**src/rtl/mul_div_unit_pkg.sv**
```systemverilog
// Shared op and state encodings for the iterative multiply/divide unit.
// The main control FSM decodes the same op values.
package mul_div_unit_pkg;

    typedef enum logic [1:0] {
        MDU_MULT  = 2'b00,
        MDU_MULTU = 2'b01,
        MDU_DIV   = 2'b10,
        MDU_DIVU  = 2'b11
    } mdu_op_e;

    typedef enum logic [1:0] {
        ST_IDLE = 2'b00,
        ST_RUN  = 2'b01,
        ST_DONE = 2'b10
    } mdu_state_e;

    function automatic logic op_is_div(input mdu_op_e op);
        return (op inside {MDU_DIV, MDU_DIVU});
    endfunction

    function automatic logic op_is_signed(input mdu_op_e op);
        return (op inside {MDU_MULT, MDU_DIV});
    endfunction

endpackage

```
**src/rtl/mdu_sign_fix.sv**
```systemverilog
// Conditional two's-complement negate: takes operand magnitudes on entry
// and restores the result sign on exit.
module mdu_sign_fix #(
    parameter int WIDTH = 32
) (
    input  logic [WIDTH-1:0] val,
    input  logic             neg,
    output logic [WIDTH-1:0] res
);

    assign res = neg ? -val : val;

endmodule

```
**src/rtl/mul_div_unit.sv**
```systemverilog
// Iterative MULT/MULTU/DIV/DIVU unit holding the architectural HI/LO registers.
// One multiply or divide iteration per cycle on unsigned magnitudes.
//
// state   | meaning
// IDLE    | waiting for start; MTHI/MTLO writes accepted here
// RUN     | WIDTH iterations, counter 0..WIDTH-1
// DONE    | HI/LO hold the new result, done pulses for one cycle
module mul_div_unit
    import mul_div_unit_pkg::*;
#(
    parameter int WIDTH = 32
) (
    input  logic             clk,
    input  logic             rst,
    input  logic             start,
    input  logic [1:0]       op,
    input  logic [WIDTH-1:0] opa,
    input  logic [WIDTH-1:0] opb,
    input  logic             hi_we,
    input  logic             lo_we,
    input  logic [WIDTH-1:0] wdata,
    output logic             busy,
    output logic             done,
    output logic [WIDTH-1:0] hi,
    output logic [WIDTH-1:0] lo
);

    localparam int CW = (WIDTH > 1) ? $clog2(WIDTH) : 1;
    localparam logic [CW-1:0] CNT_LAST = CW'(WIDTH - 1);

    mdu_state_e         state_q, state_d;
    mdu_op_e            op_q, op_d;
    logic               sa_q, sa_d, sb_q, sb_d;
    logic [WIDTH-1:0]   ma_q, ma_d, mb_q, mb_d;
    logic [CW-1:0]      cnt_q, cnt_d;
    logic [2*WIDTH-1:0] acc_q, acc_d;
    logic [WIDTH-1:0]   rem_q, rem_d;
    logic [WIDTH-1:0]   hi_q, hi_d, lo_q, lo_d;

    mdu_op_e          op_in;
    logic             sa_in, sb_in;
    logic [WIDTH-1:0] opa_mag, opb_mag;

    assign op_in = mdu_op_e'(op);
    assign sa_in = op_is_signed(op_in) & opa[WIDTH-1];
    assign sb_in = op_is_signed(op_in) & opb[WIDTH-1];

    mdu_sign_fix #(.WIDTH(WIDTH)) u_mag_a (.val(opa), .neg(sa_in), .res(opa_mag));
    mdu_sign_fix #(.WIDTH(WIDTH)) u_mag_b (.val(opb), .neg(sb_in), .res(opb_mag));

    logic [WIDTH:0]     mul_sum;
    logic [2*WIDTH-1:0] mul_nxt;
    logic [WIDTH:0]     div_shift, div_diff;
    logic               div_ge;
    logic [WIDTH-1:0]   rem_nxt, quo_nxt;

    // Multiply: acc low half starts as the multiplier and is consumed LSB-first.
    // Divide: acc low half starts as the dividend and fills with quotient bits.
    always_comb begin
        mul_sum   = {1'b0, acc_q[2*WIDTH-1:WIDTH]} + {1'b0, ma_q};
        mul_nxt   = acc_q[0] ? {mul_sum, acc_q[WIDTH-1:1]}
                             : {1'b0, acc_q[2*WIDTH-1:1]};
        div_shift = {rem_q, acc_q[WIDTH-1]};
        div_diff  = div_shift - {1'b0, mb_q};
        div_ge    = ~div_diff[WIDTH];
        rem_nxt   = div_ge ? div_diff[WIDTH-1:0] : div_shift[WIDTH-1:0];
        quo_nxt   = {acc_q[WIDTH-2:0], div_ge};
    end

    logic [2*WIDTH-1:0] prod_fixed;
    logic [WIDTH-1:0]   quo_fixed, rem_fixed;

    mdu_sign_fix #(.WIDTH(2*WIDTH)) u_fix_prod (.val(mul_nxt), .neg(sa_q ^ sb_q), .res(prod_fixed));
    mdu_sign_fix #(.WIDTH(WIDTH))   u_fix_quo  (.val(quo_nxt), .neg(sa_q ^ sb_q), .res(quo_fixed));
    mdu_sign_fix #(.WIDTH(WIDTH))   u_fix_rem  (.val(rem_nxt), .neg(sa_q),        .res(rem_fixed));

    always_comb begin
        state_d = state_q;
        op_d    = op_q;
        sa_d    = sa_q;
        sb_d    = sb_q;
        ma_d    = ma_q;
        mb_d    = mb_q;
        cnt_d   = cnt_q;
        acc_d   = acc_q;
        rem_d   = rem_q;
        hi_d    = hi_q;
        lo_d    = lo_q;

        unique case (state_q)
            ST_IDLE: begin
                if (start) begin
                    op_d  = op_in;
                    sa_d  = sa_in;
                    sb_d  = sb_in;
                    ma_d  = opa_mag;
                    mb_d  = opb_mag;
                    cnt_d = '0;
                    rem_d = '0;
                    acc_d = {{WIDTH{1'b0}}, op_is_div(op_in) ? opa_mag : opb_mag};
                    if (op_is_div(op_in) && (opb == '0)) begin
                        hi_d    = opa;
                        lo_d    = '1;
                        state_d = ST_DONE;
                    end else begin
                        state_d = ST_RUN;
                    end
                end else begin
                    if (hi_we) hi_d = wdata;
                    if (lo_we) lo_d = wdata;
                end
            end
            ST_RUN: begin
                cnt_d = cnt_q + CW'(1);
                if (op_is_div(op_q)) begin
                    acc_d = {acc_q[2*WIDTH-1:WIDTH], quo_nxt};
                    rem_d = rem_nxt;
                end else begin
                    acc_d = mul_nxt;
                end
                if (cnt_q == CNT_LAST) begin
                    state_d = ST_DONE;
                    if (op_is_div(op_q)) begin
                        hi_d = rem_fixed;
                        lo_d = quo_fixed;
                    end else begin
                        hi_d = prod_fixed[2*WIDTH-1:WIDTH];
                        lo_d = prod_fixed[WIDTH-1:0];
                    end
                end
            end
            ST_DONE: state_d = ST_IDLE;
            default: state_d = ST_IDLE;
        endcase
    end

    always_ff @(posedge clk or negedge rst) begin
        if (!rst) begin
            state_q <= ST_IDLE;
            op_q    <= MDU_MULT;
            sa_q    <= 1'b0;
            sb_q    <= 1'b0;
            ma_q    <= '0;
            mb_q    <= '0;
            cnt_q   <= '0;
            acc_q   <= '0;
            rem_q   <= '0;
            hi_q    <= '0;
            lo_q    <= '0;
        end else begin
            state_q <= state_d;
            op_q    <= op_d;
            sa_q    <= sa_d;
            sb_q    <= sb_d;
            ma_q    <= ma_d;
            mb_q    <= mb_d;
            cnt_q   <= cnt_d;
            acc_q   <= acc_d;
            rem_q   <= rem_d;
            hi_q    <= hi_d;
            lo_q    <= lo_d;
        end
    end

    assign busy = (state_q != ST_IDLE);
    assign done = (state_q == ST_DONE);
    assign hi   = hi_q;
    assign lo   = lo_q;

endmodule
```
**config.mk**
```make
export PLATFORM = sky130hd
export DESIGN_NAME = mul_div_unit
export DESIGN_NICKNAME = d
export VERILOG_FILES = /design/src/rtl/mul_div_unit_pkg.sv /design/src/rtl/mdu_sign_fix.sv /design/src/rtl/mul_div_unit.sv
export SDC_FILE = /design/constraint.sdc
export NUM_CORES = 1
export LEC_CHECK = 0
export CORE_ASPECT_RATIO = 1.25
export CORE_UTILIZATION = 33
export DETAILED_ROUTE_END_ITERATION = 8
export PLACE_DENSITY = 0.51
export RECOVER_POWER = 25
export SETUP_SLACK_MARGIN = 0.1
export SLEW_MARGIN = 30
export SYNTH_ARGS = -nofsm -noshare
export SYNTH_HDL_FRONTEND = slang
export SYNTH_HIERARCHICAL = 1
export SYNTH_SLANG_ARGS = --single-unit
```
**constraint.sdc**
```tcl
create_clock -name clk -period 7.7 [get_ports clk]
set_input_delay 1.155 -clock clk [delete_from_list [all_inputs] [get_ports clk]]
set_output_delay 1.155 -clock clk [all_outputs]
set_load 0.02 [all_outputs]
```
==> flow_summary_export.csv, run 1 <==
group,metric,value,unit
finish,drive_gt1_frac,0.0987,
cts,post_cts_buffers,0,
worst_hold_path,hold_depth,2,
global_route,grt_remaining_overflow,0,
cts,clk_latency,0.59,ns
drt,drt_wl_total,79.0,mm
yosys,syn_avg_cell_area,8.33,um^2
status,status,"complete, but fails checks",
sta,worst_pin_slew,4.51,ns
floorplan,core,0.0608,mm^2
floorplan,rows,101,
place,io_buffer_count,168,
floorplan,die_y,280,um
floorplan,dieArea,0.0626,mm^2
setup_path,crit_family,"compound AO/OA/AOI/OAI gates",
yosys,ys.flop_type,"dfrtp_1",
finish,multiInputGateArea,0.0136,mm^2
sta,hold_viol_final,0,
setup_path,cp.required,8.13,ns
setup_path,path_cells,"inv_1 > ha_1 > fa_1 > nand2b_1 > a2111oi_0 > o311ai_1 > a31o_2 > a21o_1 > o31ai_2 > nor2_8 > inv_4 > mux2_4 > or4_4 > or4_4 > o41ai_1 > xnor2_1 > mux2_2 > o21ai_0 > o21ai_0",
floorplan,top_level_ports,169,
setup_path,worstSetupStartpointType,"register",
sta,rsz0062_at_grt,"no",
drt,drcViolationCount,0,
finish,syn2layout_area_growth,17.1,%
global_route,grt_util_all_layers,0.248,
yosys,ys_async_sr_fraction,1.00,
place,gp_congestion,0.935,
sta,finalSetupTns,0,ns
cts,cts_sinks,234,
setup_path,crit_slowest_cell,"or4_4",
yosys,syn_nets,2616,
drt,via_per_inst,5.70,
job,maxCapViolations,2,
setup_path,max_stage_delay,0.57,ns
yosys,synth_top_area_cell,"dfrtp_1",
place,dp_hpwl,60.4,mm
setup_path,critPathBufInv,2,
setup_path,cp.arrival,6.71,ns
finish,final_common_cell,"nand2_1",
setup_path,r2r_cells,19,
drt,first_iter_violations,1661,
setup_path,r2r_slack,1.42,ns
yosys,ys_types,74,
yosys,ys_ff_latch,234,
sta,finalSetupViolCount,0,
floorplan,start_util,0.335,
drt,drtPass1Iterations,5,
setup_path,cp-end-kind,"register",
cts,ctsResizeCount,0,
drt,wl_per_cell,23.5,um
yosys,ys_top_cells_by_area,"dfrtp_1, xnor2_1, nand2_1",
finish,insertedDiodeCount,0,
finish,layout_common_cells,"nand2_1, o21ai_0, dfrtp_1",
finish,fill_cells,6244,
yosys,ys_seq_area_frac,0.288,
global_route,grt_pass1_vias,18500,
sta,fmax,159,MHz
worst_hold_path,min_from,"lo[4]",
cts,numCtsBuffers,30,
cts,root_buffer,"clkbuf_16",
cts,cts_hold_buf,0,
floorplan,dieWidth,224,um
yosys,syn-cell-area,0.0203,mm^2
sta,clock_skew,0.0156,ns
worst_hold_path,whs_endpoint,"lo[4]",
setup_path,timing.rr.end,"hi[22]",
cts,ctsLongestPathBuffers,3,
worst_hold_path,hold_class,"reg -> reg",
cts,clk_pin_slew,0.06,ns
status,violations,"max-capacitance violations, max-slew violations",
global_route,grt_pass1_wl,118,mm
sta,report.final.slew_viol_count,151,
sta,post-route-period-util,0.815,
drt,vias,19200,
setup_path,path_max_fanout,35,
cts,htreeDepth,1,
yosys,synth_top_area_share,0.288,
finish,final_area,0.0238,mm^2
drt,ant_nets,0,
sta,finalCriticalPeriod,6.28,ns
yosys,netlist_instances,2440,
yosys,synth_edf_count,0,
finish,register_area,0.00586,mm^2
global_route,grt_max_degree,159,
global_route,antenna_found_initial,1,
place,placed_area,0.0227,mm^2
cts,tritoncts,"done",
setup_path,r2r_start,"acc_q[31]",
yosys,ys_warn_count,6,
finish,fin_nets,2686,
sta,slew_headroom,-2.01,
setup_path,path_class,"reg -> reg",
metrics by stage:
step / worst slack, ns / utilization / hold slack, ns / cells
5_1_grt: 0.713 / 0.392 / 0.500 / 3357
3_3_place_gp: 1.51 / 0.373 / 0.466 / 3300
6_report: 1.42 / 0.392 / 0.481 / 3357
2_1_floorplan: 2.29 / - / 0.442 / 2440
3_5_place_dp: 1.46 / 0.373 / 0.472 / 3300
4_1_cts: 1.44 / 0.391 / 0.486 / 3355
kinds of logic (layout without fill, tap and decap cells):
logic type,after synthesis,in the layout,synth area share
and+or+nand+nor,777,777,0.183
xor gates and xnor gates,235,235,0.101
muxes,217,217,0.118
buffers and inverters,228,321,0.0455
AOI/OAI and AO/OA,676,676,0.218
adders and majority gates,73,73,0.0457
DFF,234,234,0.288
per-layer routing:
layer,track usage,share of wire,wire length (um)
met1,0.337,0.44,35000
met2,0.394,0.45,35400
met3,0.0278,0.057,4470
met5,0,0,0
met4,0.114,0.052,4110
area by class of cell:
| cell class | instances | share of cell area |
|---|---|---|
| Sequential cell | 234 | 0.246 |
| Multi-Input combinational cell | 1978 | 0.573 |
| Tap cell | 824 | 0.0433 |
| Clock buffer | 41 | 0.0371 |
| Timing Repair Buffer | 193 | 0.0795 |
| Clock inverter | 14 | 0.00983 |
| Inverter | 73 | 0.0116 |
cells in the mapped netlist (all sizes together) (19+ instances only):
library cell and count:
nand2b 23, mux2 115, a21o 35, xor2 26
dfrtp 234, nand4 19, o31ai 89, a22o 49
xnor2 209, nor2 79, inv 73, o41ai 65
a21oi 79, nand2 434, nand3 31, buf 31
mux2i 102, clkbuf 124, nor4 31, or4 32
ha 71, or3 25, o21ai 282
worst min-delay path, delay by kind of cell, from the launching register on:
kind	cells	cell delay (ns)
AND/OR/NAND/NOR	1	0.05
AO/OA/AOI/OAI	1	0.06
flip-flops	1	0.35
worst max path at each step:
stage | from | endpoint | cells past startpoint
after floorplan | acc_q[31] | hi[24] | 21
after global placement | acc_q[31] | hi[25] | 19
after detailed placement | acc_q[31] | hi[25] | 19
after CTS | acc_q[31] | hi[22] | 19
after global routing | rst | ma_q[13] | 3
final | acc_q[31] | hi[22] | 19
state kept, by name, indices dropped and copies added, names as in the netlist:
register / flops
rem_q: 32
acc_q: 64
sb_q: 1
state_q: 2
lo: 32
hi: 32
ma_q: 32
mb_q: 32
op_q: 1
cnt_q: 5
sa_q: 1
Power of run 1 is not shown: default switching activity piles up to over one toggle a cycle in this logic, so the estimate is an artifact.
==> run 2: changes to the inputs <==
--- a/config.mk
+++ b/config.mk
@@ -8,7 +8,7 @@
 export CORE_ASPECT_RATIO = 1.25
 export CORE_UTILIZATION = 33
 export DETAILED_ROUTE_END_ITERATION = 8
-export PLACE_DENSITY = 0.51
+export PLACE_DENSITY = 0.53
 export RECOVER_POWER = 25
 export SETUP_SLACK_MARGIN = 0.1
 export SLEW_MARGIN = 30
==> constraint.sdc (replaced) <==
create_clock -name clk -period 5.15 [get_ports clk]
set_input_delay 0.7725 -clock clk [delete_from_list [all_inputs] [get_ports clk]]
set_output_delay 0.7725 -clock clk [all_outputs]
set_load 0.02 [all_outputs]
==> run 2 against run 1 <==
The flow still finishes with violations (max-capacitance violations, max-slew violations); register-to-register slack worse by 1.3 ns; clock skew is 0.0026 ns higher; count of clock-buffer cells in the layout is 4 lower; fmax is 25% higher; via count is 1.8% higher; global-route usage is 0.15 points lower; die area stayed put; sequential share of layout area is 1.3 points lower; cell count is 3.2% higher; routed wire length is 0.47% higher; non-clock buffer count is 106 higher.
==> flow_summary_export.csv, run 2 (synthesis results as in run 1) <==
group,metric,value,unit
status,status,"complete, but fails checks",
status,violations,"max-capacitance violations, max-slew violations",
sta,finalSetupViolCount,0,
global_route,grt_pass1_wl,118,mm
floorplan,top_level_ports,169,
sta,post-route-period-util,0.976,
sta,slew_headroom,-1.75,
global_route,grt_remaining_overflow,0,
global_route,grt_util_all_layers,0.247,
drt,drcViolationCount,0,
cts,ctsLongestPathBuffers,3,
place,io_buffer_count,168,
drt,drtPass1Iterations,6,
cts,clk_latency,0.59,ns
floorplan,dieArea,0.0626,mm^2
sta,report.final.slew_viol_count,82,
setup_path,cp-end-kind,"register",
finish,insertedDiodeCount,0,
sta,hold_viol_final,0,
finish,fill_cells,6105,
setup_path,cp.required,5.59,ns
finish,drive_gt1_frac,0.155,
setup_path,path_max_fanout,5,
sta,clock_skew,0.0182,ns
finish,final_common_cell,"nand2_1",
global_route,antenna_found_initial,1,
cts,clk_pin_slew,0.06,ns
cts,tritoncts,"done",
cts,root_buffer,"clkbuf_16",
job,maxCapViolations,1,
place,dp_hpwl,61.5,mm
sta,fmax,199,MHz
finish,largest_reg_flops,64,
cts,htreeDepth,1,
sta,worst_pin_slew,4.13,ns
finish,fin_cells,3466,
setup_path,r2r_slack,0.13,ns
worst_hold_path,hold_class,"reg -> reg",
finish,largest-register,"acc_q",
floorplan,die_y,280,um
place,gp_congestion,0.981,
drt,drt_wl_total,79.3,mm
finish,syn2layout_area_growth,23.7,%
sta,rsz0062_at_grt,"yes",
floorplan,start_util,0.335,
finish,layout_common_cells,"nand2_1, o21ai_0, dfrtp_1",
floorplan,dieWidth,224,um
drt,first_iter_violations,1587,
floorplan,core,0.0608,mm^2
cts,numCtsBuffers,30,
cts,cts_sinks,234,
drt,via_per_inst,5.62,
setup_path,path_class,"reg -> reg",
sta,finalCriticalPeriod,5.02,ns
finish,fin_nets,2794,
setup_path,worstSetupStartpointType,"register",
drt,vias,19500,
floorplan,rows,101,
place,place_inst,3402,
setup_path,cp.arrival,5.46,ns
global_route,grt_max_degree,119,
drt,wl_per_cell,22.9,um
drt,ant_nets,0,
global_route,grt_pass1_vias,18800,
==> run 2: worst paths after layout <==
kind | from | endpoint | cells after the start
min in group asynchronous | rst | state_q[1] | 1
worst min register to register | lo[2] | lo[2] | 2
max in group asynchronous | rst | op_q[1] | 2
worst max register to register | mb_q[0] | hi[29] | 19
worst max-delay path | mb_q[0] | hi[29] | 19
worst min-delay path | lo[2] | lo[2] | 2
==> run 2: timing repair <==
item	4_1_cts	5_1_grt
resized for setup	11	57
cloned	1	1
buffers inserted	1	4
hold buffers	0	0
pin swaps	0	8
setup endpoints to repair	18	23
==> run 2: final cells by class <==
cell class | instances | area, um^2 | share of cell area
clock buffer | 37 | 818 | 0.0325
clock inverter | 19 | 293 | 0.0116
inverter | 73 | 282 | 0.0112
multi-input combinational | 1979 | 14100 | 0.560
sequential | 234 | 5860 | 0.233
tap | 824 | 1030 | 0.0410
timing repair buffer | 299 | 2780 | 0.110
timing repair inverter | 1 | 6.26 | 0.000249
==> run 2: critical path: stages (launching register included) <==
cell and delay (ns):
dfrtp_1 0.41, ha_4 0.18, fa_2 0.33, nand2b_4 0.16
a2111oi_4 0.34, o311ai_4 0.15, a31o_4 0.26, a21o_1 0.21
a31o_1 0.24, nor2_8 0.16, inv_8 0.06, buf_12 0.13
mux2_4 0.29, or4_4 0.53, or4b_4 0.60, o41ai_4 0.24
xnor2_1 0.09, mux2_2 0.26, o21ai_0 0.14, o21ai_0 0.09
==> run 2: per-stage QoR <==
step | hold slack, ns | cell area [um^2] | setup TNS [ns] | utilization | worst slack (ns)
after global routing | 0.504 | 25200 | -0.848 | 0.414 | -0.147
after CTS | 0.215 | 24800 | 0 | 0.408 | 0.0686
after detailed placement | 0.470 | 23600 | -0.106 | 0.388 | -0.0384
final | 0.475 | 25200 | 0 | 0.414 | 0.126
after global placement | 0.464 | 23600 | 0 | 0.388 | 0.0317
after floorplan | 0.442 | 20400 | 0 | - | 0.109
==> run 2: metal layers <==
layer	routed length (um)	vias up	global-route usage	part of all wire
li1	-	9183	-	-
met1	34200	9539	0.321	0.43
met2	37200	637	0.410	0.47
met3	4080	129	0.0241	0.051
met4	3920	0	0.116	0.049
met5	0	-	0	0
Power of run 2 is left out for the same reason.
==> patch 1, RTL diff (settings of run 2) <==
The 3 states of `mdu_state_e` get a one-hot encoding in 3 bits.
--- a/src/rtl/mul_div_unit_pkg.sv
+++ b/src/rtl/mul_div_unit_pkg.sv
@@ -11,6 +11,6 @@
 
-    typedef enum logic [1:0] {
-        ST_IDLE = 2'b00,
-        ST_RUN  = 2'b01,
-        ST_DONE = 2'b10
+    typedef enum logic [2:0] {
+        ST_IDLE = 3'b001,
+        ST_RUN  = 3'b010,
+        ST_DONE = 3'b100
     } mdu_state_e;
Behaviour: no difference found for any inputs over 4 cycles, from zero or initial values and one cycle with rst low; so few cycles prove little.
==> patch 1 against run 2 <==
- the run still ends with max-capacitance violations, max-slew violations left
- sequential cell count is 1 higher
- sequential share of layout area up 0.79 points
- routed wire length grew 0.44%
- count of clock-buffer cells in the layout unchanged
- critical path depth grew 2
- global-route usage rose by 0.73 points
- first-iteration DRC count is 4.7% higher
- synthesized area shrank 1.7%
- worst setup slack improved by 0.12 ns
- worst hold slack barely moved
- final area down 2.8%
- critical path type unchanged
- critical endpoint is now hi[31]
==> patch 1: results <==
{
  "synth_seq_area_share": 0.294,
  "antenna_found_initial": 0,
  "met3_usage": 0.0189,
  "first_iter_violations": 1661,
  "vias": 19200,
  "final.setup.tns_ns": 0,
  "skew_ns": 0.0255,
  "grt.met2_usage": 0.411,
  "crit_arrival_ns": 5.36,
  "r2r_end": "hi[31]",
  "synth_fp_nets": 2528,
  "place_congestion": 0.904,
  "violations": "max-capacitance violations, max-slew violations",
  "drv_slew": 96,
  "root_buffer": "clkbuf_16",
  "reg2reg_depth": 21,
  "drive_above_1_share": 0.142,
  "stdcell_area_um2": 24400,
  "hold_start": "hi[12]",
  "status": "finished, violations left",
  "power.leakage_nw": 10.4,
  "syn_inst": 2352,
  "grt_max_degree": 98,
  "place_ws_ns": 0.00229,
  "regMostFlops": "acc_q",
  "reg2reg_slack_ns": 0.24,
  "yosysWarningCount": 6,
  "dpl-instance-area_um2": 22800,
  "critPathMaxFanout": 6,
  "finalWirelength_um": 79700,
  "vias_per_cell": 5.83,
  "reg2reg_from": "acc_q[31]",
  "synth_common_cells": "411 x nand2_1, 247 x o21ai_0, 234 x dfrtp_1",
  "holdWs_ns": 0.475,
  "grt_pass1_vias": 18500,
  "cts_buffers": 29,
  "holdPathEnd": "hi[12]",
  "first_pass_iters": 5,
  "finalNetCount": 2682,
  "max_cap_viol_count": 1,
  "ys_top_cells_by_area": "dfrtp_1 29%, xnor2_1 9.2%, nand2_1 7.7%",
  "syn_area_per_cell_um2": 8.50,
  "grtUsageMet1": 0.338,
  "hpwl_um": 60700,
  "fillers": 5936,
  "ys_types": 82,
  "relSlewSlack": -0.815,
  "placed_cells": 3220,
  "grt_usage": 0.254,
  "htree_levels": 1,
  "grt_first_pass_wirelength_um": 119000
}
patch 1: cell type report:
| class | count | share of cell area |
|---|---|---|
| Tap cell | 765 | 0.0392 |
| Clock inverter | 17 | 0.00845 |
| Inverter | 75 | 0.0115 |
| Timing Repair Buffer | 267 | 0.103 |
| Clock buffer | 37 | 0.0321 |
| Sequential cell | 235 | 0.241 |
| Multi-Input combinational cell | 1898 | 0.565 |
patch 1: power groups by stage:
stage	registers, mW	logic (mW)	clock network [mW]
2_1_floorplan	3.48	6.42	0
3_3_place_gp	3.58	9.64	0
3_5_place_dp	3.59	9.66	0
4_1_cts	3.57	9.80	2.26
5_1_grt	3.71	11.1	2.33
6_report	3.60	10.2	2.22
patch 1: worst max-delay path by stage:
stage | start | endpoint | slack (ns)
6_report | acc_q[31] | hi[31] | 0.24
5_1_grt | acc_q[32] | hi[31] | 0.02
3_5_place_dp | acc_q[31] | hi[28] | 0.002
3_3_place_gp | acc_q[31] | hi[31] | 0.03
2_1_floorplan | acc_q[31] | hi[24] | 0.21
4_1_cts | acc_q[31] | hi[30] | 0.05
patch 1: timing repair:
action                     4_1_cts  5_1_grt
cloned                           1        0
pin swaps                       17       18
gates resized for setup         31       58
setup endpoints to repair       16       24
buffers inserted                13        4
patch 1: layer usage:
layer  wire [µm]  share of wire
met5           0              0
met1       34500           0.43
met4        4560          0.057
met3        4050          0.051
met2       36600           0.46
patch 1: worst reg2reg max path, stage by stage, from the launching register on:
cell,delay [ns]
dfrtp_1,0.39
inv_2,0.08
ha_4,0.14
fa_2,0.23
nor2b_2,0.05
o2111a_1,0.27
o311a_4,0.33
nor2_4,0.13
a31oi_4,0.10
buf_4,0.16
a41oi_4,0.25
nand2_4,0.09
buf_6,0.14
buf_12,0.13
mux2_4,0.30
or4_4,0.54
or4b_4,0.59
o41ai_2,0.27
xnor2_1,0.10
mux2_2,0.26
o21ai_0,0.13
o21ai_0,0.09
patch 1: logic make-up after synthesis:
kind of cell               share of synthesized area
and+or+nand+nor                                0.173
AOI/OAI and AO/OA                              0.223
DFF                                            0.294
xor gates and xnor gates                       0.102
buffers and inverters                         0.0447
muxes                                          0.117
adders and majority gates                     0.0464
==> patch 2, RTL diff (flow settings as in run 2) <==
Without the edit above. `WIDTH` is set to 32 in 2 places; all go to 16.
--- a/src/rtl/mdu_sign_fix.sv
+++ b/src/rtl/mdu_sign_fix.sv
@@ -3,3 +3,3 @@
 module mdu_sign_fix #(
-    parameter int WIDTH = 32
+    parameter int WIDTH = 16
 ) (
--- a/src/rtl/mul_div_unit.sv
+++ b/src/rtl/mul_div_unit.sv
@@ -10,3 +10,3 @@
 #(
-    parameter int WIDTH = 32
+    parameter int WIDTH = 16
 ) (
Ports: changed (5 resized); port bits go from 169 to 89. No check against the original RTL was run, so the function may have changed too.
==> patch 2 against run 2 <==
- the run still ends with max-capacitance violations, max-slew violations left
- fmax grew 13%
- synthesized area shrank 50%
- highest routed layer unchanged
- via count shrank 55%
- routed wire length shrank 58%
- sequential share of layout area grew 1.6 points
- sequential cell count shrank 113
- cell count shrank 53%
- worst setup slack gained 0.59 ns
- final area shrank 52%
- synthesized cell count shrank 52%
==> patch 2: results <==
{
  "grt.met2_usage": 0.387,
  "ys_top_cells_by_area": "dfrtp_1 30%, xnor2_1 7.9%, nand2_1 7.7%",
  "holdWs_ns": 0.477,
  "grt_first_pass_wirelength_um": 51400,
  "clk_latency_ns": 0.44,
  "status": "finished, violations left",
  "grt_max_degree": 75,
  "finalWirelength_um": 33100,
  "first_pass_iters": 5,
  "grtUsageMet1": 0.252,
  "htree_levels": 4,
  "crit_arrival_ns": 4.75,
  "grt_usage": 0.214,
  "cts.path.max_buffers": 2,
  "largest_reg_flops": 32,
  "first_iter_violations": 409,
  "critPathMaxFanout": 6,
  "reg2reg_slack_ns": 0.71,
  "place_ws_ns": 0.730,
  "drv_slew": 75,
  "max_cap_viol_count": 1,
  "hpwl_um": 25500,
  "violations": "max-capacitance violations, max-slew violations",
  "drive_above_1_share": 0.135,
  "ys_types": 71
}
-- patch 2: changes by cell type in the layout (fill, tap and decap cells not counted), moves of 33 or more --
cell             before  now
nand2_1             431  209
o41ai_1              42    9
a21oi_1              76   29
dfrtp_1             232  120
xnor2_1             207   92
mux2_2               88   33
inv_1                71   37
nor2_1               77   27
o31ai_1              79   30
o21ai_0             258   78
mux2i_1             102   64
buf_4               122   21
clkdlybuf4s50_1     165   86
-- patch 2: final timing paths --
kind / startpoint / to / depth (start not counted)
max: acc_q[19] / hi[13] / 14
min reg2reg: hi[10] / hi[10] / 2
max reg2reg: acc_q[19] / hi[13] / 14
max in group asynchronous: rst / op_q[1] / 1
min in group asynchronous: rst / lo[5] / 1
min: hi[10] / hi[10] / 2
-- patch 2: kinds of logic after synthesis --
| group | count (synthesis) | share of synthesized area |
|---|---|---|
| and+or+nand+nor | 359 | 0.172 |
| AOI/OAI and AO/OA | 316 | 0.219 |
| xor gates and xnor gates | 113 | 0.0966 |
| buffers and inverters | 114 | 0.0484 |
| muxes | 110 | 0.118 |
| adders and majority gates | 40 | 0.0503 |
| DFF | 121 | 0.295 |
-- patch 2: final cells by class --
| class | instances | area, µm² |
|---|---|---|
| Inverter | 41 | 154 |
| Clock inverter | 13 | 169 |
| Clock buffer | 19 | 453 |
| Sequential cell | 121 | 3030 |
| Tap cell | 401 | 502 |
| Timing Repair Buffer | 111 | 1070 |
| Fill cell | 3066 | 18100 |
| Multi-Input combinational cell | 938 | 6780 |
-- patch 2: per-stage QoR --
stage | area (µm²) | instances
CTS | 12100 | 1643
floorplan | 10200 | 1173
detailed placement | 11500 | 1611
global placement | 11500 | 1610
finish | 12200 | 1644
global route | 12200 | 1644
